`config.mk`:
```
export PLATFORM = sky130hd
export DESIGN_NAME = seq_sum_product
export DESIGN_NICKNAME = d
export VERILOG_FILES = /design/src/rtl/seq_sum_product.sv
export SDC_FILE = /design/constraint.sdc
export NUM_CORES = 1
export LEC_CHECK = 0
export CELL_PAD_IN_SITES_DETAIL_PLACEMENT = 0
export CELL_PAD_IN_SITES_GLOBAL_PLACEMENT = 1
export CORE_ASPECT_RATIO = 1.1
export CORE_MARGIN = 1.5
export CORE_UTILIZATION = 39
export CTS_BUF_LIST = sky130_fd_sc_hd__clkbuf_4
export DETAILED_ROUTE_END_ITERATION = 6
export HOLD_SLACK_MARGIN = 0.03
export PLACE_DENSITY = 0.78
export SETUP_SLACK_MARGIN = 0.2
export SLEW_MARGIN = 15
export SYNTH_ARGS = -nofsm -noshare
export SYNTH_HDL_FRONTEND = slang
export SYNTH_SLANG_ARGS = --single-unit
export TNS_END_PERCENT = 5
```
`constraint.sdc`:
```
create_clock -name clk -period 3.43 [get_ports clk]
set_input_delay 0.686 -clock clk [delete_from_list [all_inputs] [get_ports clk]]
set_output_delay 0.686 -clock clk [all_outputs]
set_load 0.02 [all_outputs]
```
`src/rtl/seq_sum_product.sv`:
```
// Purpose: sequential sum/product stage: registered var1+var2 and a shift-add var1*var2.
// Latency: result valid exactly WIDTH edges after the accepting edge; issue interval is WIDTH+2.
// Backpressure: in_ready only in IDLE; the result is held in DONE until out_ready is seen.
module seq_sum_product #(
    parameter int WIDTH = 8,
    parameter int CNT_W = 4
) (
    input  logic                 clk,
    input  logic                 rst,
    input  logic                 in_valid,
    output logic                 in_ready,
    input  logic [WIDTH-1:0]     var1,
    input  logic [WIDTH-1:0]     var2,
    output logic                 out_valid,
    input  logic                 out_ready,
    output logic [WIDTH:0]       sum,
    output logic [2*WIDTH-1:0]   product,
    output logic                 busy
);

    typedef enum logic [1:0] {
        IDLE = 2'd0,
        CALC = 2'd1,
        DONE = 2'd2
    } state_t;

    state_t               state_q, state_d;

    // Operands as accepted; kept intact so the sum uses the original values
    // while the multiplier copy is shifted away.
    logic [WIDTH-1:0]     opa_q, opa_d;
    logic [WIDTH-1:0]     opb_q, opb_d;

    // Multiplier bits still to be consumed, LSB first.
    logic [WIDTH-1:0]     mb_q, mb_d;

    // Running partial-product accumulator and iteration index.
    logic [2*WIDTH-1:0]   acc_q, acc_d;
    logic [CNT_W-1:0]     cnt_q, cnt_d;

    // Result registers presented on the output ports.
    logic [WIDTH:0]       sum_q, sum_d;
    logic [2*WIDTH-1:0]   prod_q, prod_d;

    // Datapath helpers for the current iteration.
    logic [2*WIDTH-1:0]   mcand_ext;
    logic [2*WIDTH-1:0]   addend;
    logic [2*WIDTH-1:0]   acc_nxt;
    logic                 last_iter;

    // Shift-add step: add the multiplicand shifted to the current bit position
    // when that multiplier bit is set.
    always_comb begin
        mcand_ext = {{WIDTH{1'b0}}, opa_q};
        addend    = '0;
        if (mb_q[0]) begin
            addend = mcand_ext << cnt_q;
        end
        acc_nxt   = acc_q + addend;
        last_iter = (cnt_q == CNT_W'(WIDTH - 1));
    end

    // Next-state and datapath control; every register holds unless its state says otherwise.
    always_comb begin
        state_d = state_q;
        opa_d   = opa_q;
        opb_d   = opb_q;
        mb_d    = mb_q;
        acc_d   = acc_q;
        cnt_d   = cnt_q;
        sum_d   = sum_q;
        prod_d  = prod_q;

        case (state_q)
            IDLE: begin
                if (in_valid) begin
                    opa_d   = var1;
                    opb_d   = var2;
                    mb_d    = var2;
                    acc_d   = '0;
                    cnt_d   = '0;
                    state_d = CALC;
                end
            end

            CALC: begin
                // No early exit on a zero multiplier: latency is fixed.
                acc_d = acc_nxt;
                mb_d  = mb_q >> 1;
                cnt_d = cnt_q + CNT_W'(1);
                if (last_iter) begin
                    prod_d  = acc_nxt;
                    sum_d   = {1'b0, opa_q} + {1'b0, opb_q};
                    state_d = DONE;
                end
            end

            DONE: begin
                // Results stay put until the consumer takes them; the return
                // to IDLE costs one cycle before the next operand is accepted.
                if (out_ready) begin
                    state_d = IDLE;
                end
            end

            default: begin
                state_d = IDLE;
            end
        endcase
    end

    // State and datapath registers; synchronous reset wins over any transfer.
    always_ff @(posedge clk) begin
        if (rst) begin
            state_q <= IDLE;
            opa_q   <= '0;
            opb_q   <= '0;
            mb_q    <= '0;
            acc_q   <= '0;
            cnt_q   <= '0;
            sum_q   <= '0;
            prod_q  <= '0;
        end else begin
            state_q <= state_d;
            opa_q   <= opa_d;
            opb_q   <= opb_d;
            mb_q    <= mb_d;
            acc_q   <= acc_d;
            cnt_q   <= cnt_d;
            sum_q   <= sum_d;
            prod_q  <= prod_d;
        end
    end

    // Handshake and status outputs decode straight from the state register.
    always_comb begin
        in_ready  = (state_q == IDLE);
        out_valid = (state_q == DONE);
        busy      = (state_q != IDLE);
        sum       = sum_q;
        product   = prod_q;
    end

    // A stalled result must not change underneath the consumer.
    a_hold_result: assert property (@(posedge clk) disable iff (rst)
        (out_valid && !out_ready) |=> (out_valid && $stable(sum) && $stable(product)));

    // The iteration counter never runs past the last multiplier bit.
    a_cnt_range: assert property (@(posedge clk) disable iff (rst)
        (state_q == CALC) |-> (cnt_q < CNT_W'(WIDTH)));

    // Never ready for input while a result is pending or being built.
    a_ready_excl: assert property (@(posedge clk) disable iff (rst)
        !(in_ready && busy));

endmodule

```
Word-level counts from Yosys, hierarchy flattened
Index checks and enable logic that the tools add are counted.
{"block": "op_classes", "add_sub_neg": 3, "n_eq_ne": 6, "shift": 1, "muxes": 11, "reduce_logical": 7}
{"cell": "16-bit two-way mux", "count": 2}
{"cell": "16-bit case mux with 2 select lines", "count": 1}
{"cell": "16-bit adder", "count": 1}
{"cell": "8-bit case mux with 2 select lines", "count": 1}
{"cell": "8-bit by 4-bit << shifter with 16-bit output", "count": 1}
{"cell": "8-bit by 8-bit adder with 9-bit output", "count": 1}
{"cell": "8-bit two-way mux", "count": 1}
{"cell": "4-bit case mux with 2 select lines", "count": 1}
{"cell": "2-bit two-way mux", "count": 3}
{"cell": "2-bit case mux with 3 select lines", "count": 1}
{"cell": "2-bit AND reduction", "count": 3}
{"cell": "4-bit by 1-bit adder with 4-bit output (second input constant)", "count": 1}
{"cell": "4-bit by 3-bit == test with 1-bit output (second input constant)", "count": 1}
{"cell": "4-bit two-way mux", "count": 1}
{"cell": "2-bit inequality test (second input constant)", "count": 2}
{"cell": "2-bit nonzero test", "count": 2}
{"cell": "3-bit AND reduction", "count": 1}
{"cell": "2-bit by 1-bit == test with 1-bit output (second input constant)", "count": 1}
{"cell": "2-bit == test (second input constant)", "count": 1}
{"cell": "2-bit zero test", "count": 1}
{"cell": "2-bit by 1-bit inequality test with 1-bit output (second input constant)", "count": 1}
{"block": "word_totals", "ff_bits": 71, "input_bits": 20, "word_cells": 36}

Logic depth before layout (Yosys ltp)
{"block": "depth", "depth_word": 4, "mapped_depth": 16}

Worst setup path before layout
Ideal clock, no wire load.
{"block": "synth_timing", "kind": "register -> register", "start": "register cnt_q[0]", "end": "register prod_q[12] (netlist: product[12])", "setup_time_ns": 0.122, "arrival_time_ns": 3.101, "t_required_ns": 3.308, "setup_slack_ns": 0.207, "stages_incl_launch_ff": 14, "synth_period_minus_slack_ns": 3.223, "path_cell_list": "dfxtp_1 > clkbuf_1 > clkbuf_1 > nor2_1 > nand2_1 > nor2_1 > ha_1 > fa_1 > a211oi_1 > o21ai_1 > a31o_2 > a21oi_1 > mux2_1 > a311o_1"}
{"block": "synth_via", "elab_chain_len": 3, "word_cells_on_any_way": 5, "cone_classes": "add/sub (1); eq/ne (1); shift (1); mux (1); reduce/logical (1)"}
{"item": "start: declaration", "line_no": "39", "source": "logic [CNT_W-1:0] cnt_q, cnt_d;"}
{"item": "start signal: assignment", "line_no": "129", "source": "cnt_q <= cnt_d;"}
{"item": "8-bit by 4-bit << shifter with 16-bit output", "line_no": "57", "source": "addend = mcand_ext << cnt_q;"}
{"item": "16-bit two-way mux", "line_no": "56", "source": "if (mb_q[0]) begin"}
{"item": "16-bit adder", "line_no": "59", "source": "acc_nxt = acc_q + addend;"}
{"item": "end signal: assignment", "line_no": "131", "source": "prod_q <= prod_d;"}
{"item": "end: declaration", "line_no": "43", "source": "logic [2*WIDTH-1:0] prod_q, prod_d;"}
Several ways; a longest one is shown, not always the timed one.
A chain may end at the register's enable or synchronous reset.

Worst setup path after layout
{"block": "layout_timing", "start": "register cnt_q[1]", "end": "register prod_q[13] (netlist: product[13])"}
The elaborated chain is that of the path after synthesis.

==> metrics.txt <==
Avg Cell Area, Syn ~8.1 µm²; H-tree depth 3; clk slew on worst S/H paths 0.12 ns; worst setup path start cnt_q[1]; Clock Tree Buf Depth 2; critical path's largest stage delay 0.42 ns; GR Util All Layers 0.194; Slew Limit Fails 0; critical-path cell list mux2_2 > mux2i_1 > o21ai_0 > nor2b_1 > ha_1 > a2111oi_0 > o21ai_1 > a41oi_2 > o21ai_1 > xor2_1 > a31o_1; worst hold path type flop to flop; Post-synth ARST share 0; Crit path top cell by count o21ai_1; final WL approximately 11 mm; die width 101 µm; DIE AREA 0.0113 mm²; Port-buffer cells 47; yosys warns 0; status completed; drt pass-1 iters 4; Syn-to-layout area delta 19.4%; Mapped Area 0.00415 mm²; drt drc 0; Worst-Margin Slew 0.893 ns; Final Setup Violations 0; Placer Congestion 0.879; vias 3784; Relative slew margins 0.403; Clock Latency Late Sink ~0.46 ns; dominant synthesized flop cell dfxtp_1; Leak 1.91 nW; # rows 39; Crit. End Element flop; EDFF count, synth 0; CTS tree yes; most common cell in the synthesized netlist nand2_1; RSZ-0062 raised after global routing true; FMAX 322 MHz; Clock Sinks 71; post-synth top area share 0.343; count of cell types in the netlist 60; vias per cell around 5.4; r2r startpoint cnt_q[1]; critical path type flop to flop; Req. time, crit path between 3 and 4 ns; Pwr Density roughly 320 mW/mm²; layout cells sized above 1 0.103; CP startpoint kind flop; Iteration-0 DRC Markers 105; initial antenna violation count 0; Worst Skew 0.0202 ns; max-cap violations 0; Initial Util 0.399; I/O pin count 48; Post-Synthesis Cells 515; post-synth top area cell dfxtp_1; worst-path fanout max 8; Yosys reg bits 71; WP data arrival 3.46 ns; most frequent cells after synthesis 102 x nand2_1, 71 x dfxtp_1, 58 x a21oi_1, 24 x ha_1, 23 x nor2_1; period utilisation layout 0.906; final antenna-violating net count 0; WL/cell approximately 15 µm; Fillers around 1100; final core occ 0.477; Die Span Y 111 µm; ranking of synthesized cells by area dfxtp_1 34%, nand2_1 9.2%, ha_1 7.2%; via count of the first global-routing pass 3665; core region area 0.0104 mm²; worst hold start product[9]; sequential fraction of the synthesis area 0.343; final count of hold timing violations 0; dpl hpwl 7.71 mm; CP max stage cell dfxtp_4; global-route wire length before repair 17.5 mm; Setup TNS Final 0 ns; CTS Buf Count 9; GR Overflow Total 0; Max VDD drop 0.205 mV; n_diodes 0; Synthesized Nets 561; nets roughly 610; clk root buf clkbuf_4; largest net degree at the start of global routing 38; Final min period 3.11 ns
## per-layer routing
metal	GRT usage	vias up	wire, µm
met5	0	-	0
met4	0.0833	0	192
met3	0.0265	18	303
met2	0.323	63	5130
met1	0.249	1776	4930
li1	-	1927	-
## cells in the final DEF (no fill, tap or decap), types with 9 or more instances in the layout
master,synthesis,routed
buf_4,1,18
dfxtp_1,71,69
nor2b_1,16,16
ha_1,24,24
clkdlybuf4s50_1,0,46
inv_1,10,10
nor2_1,23,23
a21o_1,10,10
xnor2_1,12,12
nand3_1,16,16
a21oi_1,58,56
o21ai_0,16,14
a31oi_1,9,9
clkbuf_4,0,10
nand2_1,102,102
## logic make-up after synthesis
kind of cell             share of synthesized area
XOR/XNOR                                    0.0317
AO/OA/AOI/OAI                                0.219
adder cells (fa/ha/maj)                     0.0820
AND/OR/NAND/NOR                              0.233
multiplexers                                0.0449
buffers and inverters                       0.0461
flip-flops                                   0.343
## registers in the layout, indices dropped and copies added (netlist names)
signal,flops
opa_q,8
product,16
opb_q,8
cnt_q,4
sum,9
acc_q,16
mb_q,8
state_q,2
## stage by stage
stage / worst slack, ns / hold slack [ns] / instance area [µm²] / cells / total power [mW]
6_report: 0.323 / 0.460 / 4950 / 707 / 1.60
5_1_grt: 0.190 / 0.477 / 4950 / 707 / 1.68
4_1_cts: 0.246 / 0.464 / 4920 / 705 / 1.62
3_5_place_dp: 0.0876 / 0.447 / 4780 / 689 / 1.07
3_3_place_gp: 0.129 / 0.442 / 4780 / 689 / 1.07
2_1_floorplan: 0.207 / 0.437 / 4150 / 515 / 0.998
## worst max-delay path, delay by kind of cell, from the launching register on
family / cells / cell delay [ns]
muxes: 2 / 0.55
DFF: 1 / 0.42
and+or+nand+nor: 1 / 0.15
xor gates and xnor gates: 1 / 0.17
AOI/OAI and AO/OA: 6 / 1.37
adders and majority gates: 1 / 0.34
## worst paths after layout
check	end	slack, ns	cells after the start
worst max-delay path	product[13]	0.32	11
worst min-delay path	product[9]	0.46	2
worst max register to register	product[13]	0.32	11
worst min register to register	product[9]	0.46	2
## timing repair
item                                    CTS  global route
pin swaps                                 0             2
resized for setup                         2             8
hold buffers                              0             0
endpoints found under the setup margin    4             6
setup buffers                             0             2
hold endpoints to repair                  0             0
## layout make-up
class,instances,area [µm²],area share
tap,143,179,0.0361
multi-input combinational,401,2560,0.516
timing repair buffer,66,621,0.125
sequential,71,1430,0.288
inverter,10,37.5,0.00758
clock buffer,10,75.1,0.0152
clock inverter,6,60.1,0.0121
## where the power goes
part	internal (mW)	switching, mW	total [mW]	leakage, nW
sequential	0.844	0.0200	0.864	0.577
clock	0.228	0.324	0.552	0.0742
combinational	0.0774	0.109	0.186	1.26
Power figures use the tool's default switching activity.
